## config.mk

```make
export PLATFORM = sky130hd
export DESIGN_NAME = input_controller_mc
export DESIGN_NICKNAME = d
export VERILOG_FILES = /design/src/rtl/input_ctrl_pkg.sv /design/src/rtl/input_debouncer.sv /design/src/rtl/input_controller_mc.sv
export SDC_FILE = /design/constraint.sdc
export NUM_CORES = 1
export LEC_CHECK = 0
export ABC_AREA = 1
export BUFFER_PORTS_ARGS = -buffer_cell sky130_fd_sc_hd__buf_2
export CAP_MARGIN = 20
export CELL_PAD_IN_SITES_DETAIL_PLACEMENT = 0
export CELL_PAD_IN_SITES_GLOBAL_PLACEMENT = 1
export CORE_MARGIN = 1.5
export CORE_UTILIZATION = 44
export DETAILED_ROUTE_END_ITERATION = 16
export PLACE_DENSITY = 0.87
export SLEW_MARGIN = 5
export SYNTH_ARGS = -nofsm -noshare
export SYNTH_HDL_FRONTEND = slang
export SYNTH_SLANG_ARGS = --single-unit
```

## constraint.sdc

```tcl
create_clock -name clk -period 4.6 [get_ports clk]
set_input_delay 0.92 -clock clk [delete_from_list [all_inputs] [get_ports clk]]
set_output_delay 0.92 -clock clk [all_outputs]
set_load 0.01 [all_outputs]
```

## src/rtl/input_ctrl_pkg.sv

```systemverilog
// Shared types and parameter limits for the multi-channel input controller.
package input_ctrl_pkg;

  localparam int unsigned N_CH_MIN     = 1;
  localparam int unsigned N_CH_MAX     = 16;
  localparam int unsigned DEBOUNCE_MIN = 1;
  localparam int unsigned DEBOUNCE_MAX = 255;
  localparam int unsigned DB_CNT_W     = 8;

  typedef enum logic [1:0] {
    WAIT_LEVEL  = 2'd0,
    WAIT_RISE   = 2'd1,
    WAIT_FALL   = 2'd2,
    WAIT_STICKY = 2'd3
  } wait_mode_t;

endpackage

```

## src/rtl/input_debouncer.sv

```systemverilog
// One channel: 2-flop synchronizer, debounce counter, stable level and its edges.
module input_debouncer
  import input_ctrl_pkg::*;
#(
  parameter int unsigned DEBOUNCE = 4
) (
  input  logic clk,
  input  logic rst,
  input  logic din,
  output logic stable,
  output logic rise,
  output logic fall
);

  logic                sync1_q, sync1_d;
  logic                sync2_q, sync2_d;
  logic                stable_q, stable_d;
  logic                stable_p_q, stable_p_d;
  logic [DB_CNT_W-1:0] cnt_q, cnt_d;

  // Counter only runs while the synchronized input disagrees with the accepted level.
  always_comb begin
    sync1_d    = din;
    sync2_d    = sync1_q;
    stable_p_d = stable_q;
    stable_d   = stable_q;
    cnt_d      = '0;
    if (sync2_q != stable_q) begin
      if (cnt_q == DB_CNT_W'(DEBOUNCE - 1)) begin
        stable_d = ~stable_q;
      end else begin
        cnt_d = cnt_q + DB_CNT_W'(1);
      end
    end
  end

  always_ff @(posedge clk) begin
    if (rst) begin
      sync1_q    <= 1'b0;
      sync2_q    <= 1'b0;
      stable_q   <= 1'b0;
      stable_p_q <= 1'b0;
      cnt_q      <= '0;
    end else begin
      sync1_q    <= sync1_d;
      sync2_q    <= sync2_d;
      stable_q   <= stable_d;
      stable_p_q <= stable_p_d;
      cnt_q      <= cnt_d;
    end
  end

  assign stable = stable_q;
  assign rise   = stable_q & ~stable_p_q;
  assign fall   = ~stable_q & stable_p_q;

endmodule

```

## src/rtl/input_controller_mc.sv

```systemverilog
// Debounced multi-channel handshake inputs with sticky events, data capture and wait-driven PC enable.
module input_controller_mc
  import input_ctrl_pkg::*;
#(
  parameter  int unsigned BUS_WIDTH = 8,
  parameter  int unsigned N_CH      = 4,
  parameter  int unsigned DEBOUNCE  = 4,
  localparam int unsigned WCH_W     = (N_CH > 1) ? $clog2(N_CH) : 1
) (
  input  logic                 clk,
  input  logic                 rst,
  input  logic [N_CH-1:0]      ready_in,
  input  logic [BUS_WIDTH-1:0] data_in,
  input  logic                 f_wait,
  input  logic [WCH_W-1:0]     wait_ch,
  input  wait_mode_t           wait_mode,
  input  logic                 wait_value,
  output logic [N_CH-1:0]      pattern_match,
  output logic [N_CH-1:0]      event_pending,
  output logic [BUS_WIDTH-1:0] data_out,
  output logic                 PC_en
);

  logic [N_CH-1:0]      stable_w, rise_w, fall_w;
  logic [N_CH-1:0]      event_pending_q, event_pending_d;
  logic [N_CH-1:0]      consume_c;
  logic [BUS_WIDTH-1:0] data_out_q, data_out_d;
  logic                 ch_ok_c, cond_c, sel_rise_c;

  for (genvar i = 0; i < int'(N_CH); i++) begin : g_ch
    input_debouncer #(.DEBOUNCE(DEBOUNCE)) u_deb (
      .clk    (clk),
      .rst    (rst),
      .din    (ready_in[i]),
      .stable (stable_w[i]),
      .rise   (rise_w[i]),
      .fall   (fall_w[i])
    );
  end

  // Wait condition for the selected channel; out-of-range channels never satisfy it.
  always_comb begin
    ch_ok_c    = 32'(wait_ch) < N_CH;
    cond_c     = 1'b0;
    sel_rise_c = 1'b0;
    consume_c  = '0;
    if (ch_ok_c) begin
      sel_rise_c = rise_w[wait_ch];
      case (wait_mode)
        WAIT_LEVEL:  cond_c = stable_w[wait_ch];
        WAIT_RISE:   cond_c = rise_w[wait_ch];
        WAIT_FALL:   cond_c = fall_w[wait_ch];
        WAIT_STICKY: cond_c = event_pending_q[wait_ch];
        default:     cond_c = 1'b0;
      endcase
      if (f_wait && (wait_mode == WAIT_STICKY) && wait_value && cond_c) begin
        consume_c[wait_ch] = 1'b1;
      end
    end
    // A new rise wins over a simultaneous consume.
    event_pending_d = (event_pending_q & ~consume_c) | rise_w;
    data_out_d      = sel_rise_c ? data_in : data_out_q;
  end

  always_ff @(posedge clk) begin
    if (rst) begin
      event_pending_q <= '0;
      data_out_q      <= '0;
    end else begin
      event_pending_q <= event_pending_d;
      data_out_q      <= data_out_d;
    end
  end

  assign pattern_match = rise_w;
  assign event_pending = event_pending_q;
  assign data_out      = data_out_q;
  assign PC_en         = ~(f_wait & (cond_c ^ wait_value));

endmodule

```

* After elaboration in Yosys (flattened, before gate mapping)
Index checks and enable logic that the tools add are counted. W data, S select, Z words.
Word-level totals: register bits after elaboration 60, bits of input ports 20, output and inout bits 17, logic and storage cells 90
Cells by class: add/sub/neg operators 4, $lt $le $gt $ge 2, equality and inequality tests 11, multiplexer cells 12, bitwise logic cells 26, reductions and logical operators 13
Operator list (count):
- $add A8 B1 Y8 const B | 4
- $eq A8 B2 Y1 const B | 4
- $not A1 Y1 | 13
- $reduce_or A3 Y1 | 4
- $and A1 B1 Y1 | 9
- $bmux W1 S2 | 4
- $reduce_and A2 Y1 | 4
- $mux W1 | 5
- $and A4 B4 Y4 | 1
- $eq A2 B2 Y1 const B | 2
- $logic_and A1 B1 Y1 | 4
- $mux W4 | 1
- $ne A1 B1 Y1 | 4
- $not A4 Y4 | 1
- $or A4 B4 Y4 | 1
- $pmux W1 S4 | 1
- $lt A2 B3 Y1 const B | 1
- $demux W1 S2 | 1
- $eq A2 B1 Y1 const B | 1
- $ge A2 B1 Y1 const B | 1
- $logic_not A2 Y1 | 1
- $xor A1 B1 Y1 | 1

* Longest topological paths before layout
word-level depth 10, mapped depth 12

* Hierarchy
From an unflattened synthesis, not the netlist that was laid out.
Second synthesis, totals: cells, all modules 428, area total of the unflattened synthesis 3071.7 um2
By module, submodules not included:
- input_debouncer | times used 4, cells each 78, area an instance 588.1 um2, sequential area each 240.2 um2
- input_controller_mc | times used 1, cells each 116, area an instance 719.4 um2, sequential area each 240.2 um2

* Worst setup path before layout
Ideal clock, no wire load.
path type input -> output, from in wait_ch[1], to out PC_en, data arrival time 1851 ps, path slack 1829 ps, cell stages on the path 11, path through buf_6 > nand2_1 > inv_1 > nand2_1 > nand2_2 > nor2_4 > nor2_2 > nor2_2 > nand2_2 > xor2_1 > nand2_1
On the way: word-level cells in the longest chain between the ends 6, elaborated cells on any way between the ends 12
Ends and longest elaborated chain:
- start: declaration | line input_controller_mc.sv:15 | input logic [WCH_W-1:0] wait_ch,
- $bmux W1 S2, on equally long branches
- $mux W1, on equally long branches
- $pmux W1 S4 * | line input_controller_mc.sv:49 | case (wait_mode)
- $xor A1 B1 Y1 * | line input_controller_mc.sv:78 | assign PC_en = ~(f_wait & (cond_c ^ wait_value));
- $and A1 B1 Y1 * | line input_controller_mc.sv:78
- $not A1 Y1 * | line input_controller_mc.sv:78
- end: declaration | line input_controller_mc.sv:21 | output logic PC_en
Every way passes the cells marked *; elsewhere a longest branch is shown, timed or not. The select of a mux whose other input is x is not followed.

* Worst setup path after layout
from in wait_ch[0], to out PC_en
Same word-level chain as after synthesis.

==> results.yml <==
worst_setup_path:
  cp-start-kind: "input pin"
  cpMaxStageDelayCell: "buf_2"
  crit_buf_inv: 3
  crit_family: "simple AND/OR/NAND/NOR gates"
  r2r_slack_ns: 2.99
  crit_fanout: 11
  slowest_delay_ns: 0.21
  cp.arrival_ns: 2.19
  path_cells: "buf_2, inv_1, nor2_1, nand2_1, nand2_2, nor2_4, nor2_2, nor2_2, nand2_2, xor2_1, nand2_1, buf_2"
  crit_type: "input pin to output port"
  endpoint_kind: "output port"
  cp.required_ns: 3.68
sta:
  skew_ns: 0.00511
  finalCritPeriodShare: 0.676
  finalCriticalPeriod_ns: 3.11
  layout_setup_ws_ns: 1.49
  finalHoldViolations: 0
  slew_viol_final: 0
  rsz0062_at_grt: "no"
  setup_tns_ns: 0
  finalSetupViolations: 0
  relSlewSlack: 0.702
  fmax_mhz: 321
  tightest_slew_ns: 0.443
die:
  die_area_sq_mm: 0.00631
  dieHeight_microns: 79.4
  die_width_microns: 79.4
  core_sq_mm: 0.00557
  io_pins: 37
  initial_utilization: 0.461
  rows: 27
power:
  total_power_mw: 1.01
  p_switching_uw: 212
  swShare: 0.210
  clkPwrFrac: 0.444
  p_seq_frac: 0.520
  vdd_drop_max_mv: 0.197
  p_int_uw: 799
  leakage_nw: 1.26
  pwr_density_cell_mw_per_mm2: 342
  pwr-share-comb: 0.036
routing:
  wl_met1_mm: 2.25
  num_vias: 2134
  drt_first_pass_iters: 4
  wl_per_cell_microns: 9.94
  route.met3.wl_microns: 257
  ant_nets: 0
  drc_errors: 0
  dr_wl_met2_mm: 1.99
  drt_iter0_drc: 92
  vias_per_cell: 4.62
  routed_wl_mm: 4.59
  top_layer: "met4"
grt:
  grt_usage: 0.164
  antenna_found_initial: 0
  grt_remaining_overflow: 0
  grt_max_degree: 20
  grt_pass1_wl_mm: 7.97
  first_global_vias: 1932
placed_design:
  routabilityCongestion: 0.778
  pre_cts_slack_ns: 1.49
  dp_hpwl_mm: 3.27
  io_buffers: 36
cts:
  hold_buffers: 0
  cts_made_buffers: 9
  clock_latency_ns: 0.34
  clkSlewWorstSetupHoldPaths_ns: 0.06
  post_cts_buffers: 0
  postCtsResizedCells: 0
  cts_tree: "yes"
  cts_sinks: 60
  htree_levels: 3
  root_buffer: "clkbuf_8"
  cts.path.max_buffers: 2
yosys:
  synth_seq_cells: 60
  syn-num-nets: 372
  yosys_warnings: 0
  synth_cell_types: 26
  netlist_instances: 348
  synth_seq_area_share: 0.468
  syn_area_sq_mm: 0.00257
  avgSynthCellArea_sq_um: 7.38
final_layout:
  layout-drive-gt1-share: 0.162
  diodes: 0
  syn_to_final_growth_pct: 15.1
  fin_nets: 410
hold_path:
  hp-class: "flip-flop to flip-flop"
run:
  maxCapViolations: 0
run_status:
  status: "finished clean"
-- path summary, 6_finish.rpt --
kind,start,end,cells past startpoint
max,wait_ch[0],PC_en,12
min,g_ch[0].u_deb.sync1_q,g_ch[0].u_deb.sync2_q,2
max reg2reg,g_ch[0].u_deb.cnt_q[0],g_ch[0].u_deb.cnt_q[6],8
min reg2reg,g_ch[0].u_deb.sync1_q,g_ch[0].u_deb.sync2_q,2
-- cell families after synthesis --
family | Yosys count | synth area share
buffers and inverters | 64 | 0.106
and+or+nand+nor | 172 | 0.296
adders and majority gates | 4 | 0.0195
DFF | 60 | 0.468
xor gates and xnor gates | 8 | 0.0273
AOI/OAI and AO/OA | 40 | 0.0843
-- registers in the layout (all words and copies together) (netlist names) --
register	count
event_pending	4
g_ch.u_deb.cnt_q	32
g_ch.u_deb.stable	4
g_ch.u_deb.sync1_q	4
g_ch.u_deb.sync2_q	4
data_out	8
g_ch.u_deb.stable_p_q	4
-- synth_stat cells, drive strengths merged --
master / n / area (sq um)
nor3: 11 / 55.1
inv: 55 / 206
nor3b: 6 / 45.0
a31oi: 1 / 6.26
nand4: 3 / 18.8
nor4: 3 / 18.8
buf: 7 / 57.6
nand3: 20 / 100
dfxtp: 60 / 1200
xor2: 5 / 43.8
nor2: 75 / 302
clkbuf: 2 / 7.51
xnor2: 3 / 26.3
nand2: 50 / 195
ha: 4 / 50.1
o21ai: 18 / 90.1
or2: 2 / 12.5
and3: 2 / 12.5
a21oi: 21 / 120
-- worst register-to-register path: stages (launching register included) --
cell     delay [ns]
dfxtp_1        0.35
ha_1           0.20
nand4_1        0.11
nor4_1         0.34
nor2_1         0.13
inv_1          0.19
a21oi_1        0.05
o21ai_0        0.07
inv_1          0.05
-- metrics by stage --
stage,hold slack [ns],cell area [sq um],util,instances
final,0.400,2960,0.531,462
after global routing,0.422,2960,0.531,462
after CTS,0.401,2960,0.531,462
after detailed placement,0.392,2770,0.498,447
after global placement,0.394,2770,0.498,447
after floorplan,0.388,2570,-,348
-- cell usage in the layout, fill, tap and decap left out, drive strengths merged --
cell type	count
nor2	75
dfxtp	60
inv	55
nand2	50
buf	36
a21oi	21
nand3	20
o21ai	18
clkbuf	13
nor3	11
nor3b	6
xor2	5
ha	4
nand4	3
nor4	3
xnor2	3
or2	2
and3	2
a31oi	1
clkinv	1
bufinv	1
-- area by class of cell --
type                            count  area [sq um]
Clock inverter                      2          35.0
Sequential cell                    60          1200
Timing Repair Buffer               36           180
Inverter                           55           206
Clock buffer                       13           149
Fill cell                         562          2620
Tap cell                           72          90.1
Multi-Input combinational cell    224          1100
-- power groups by stage --
stage	Combinational [mW]	Clock [mW]	Sequential, mW
floorplan	0.0248	0	0.537
global placement	0.0362	0	0.537
detailed placement	0.0362	0	0.537
CTS	0.0366	0.466	0.526
global route	0.0421	0.489	0.526
finish	0.0364	0.449	0.526
-- routing by layer --
layer  GRT usage  vias to the layer above
li1            -                     1161
met1       0.198                      919
met2       0.257                       45
met3      0.0526                        9
met4      0.0895                        0
met5           0                        -
Power figures use the tool's default switching activity.
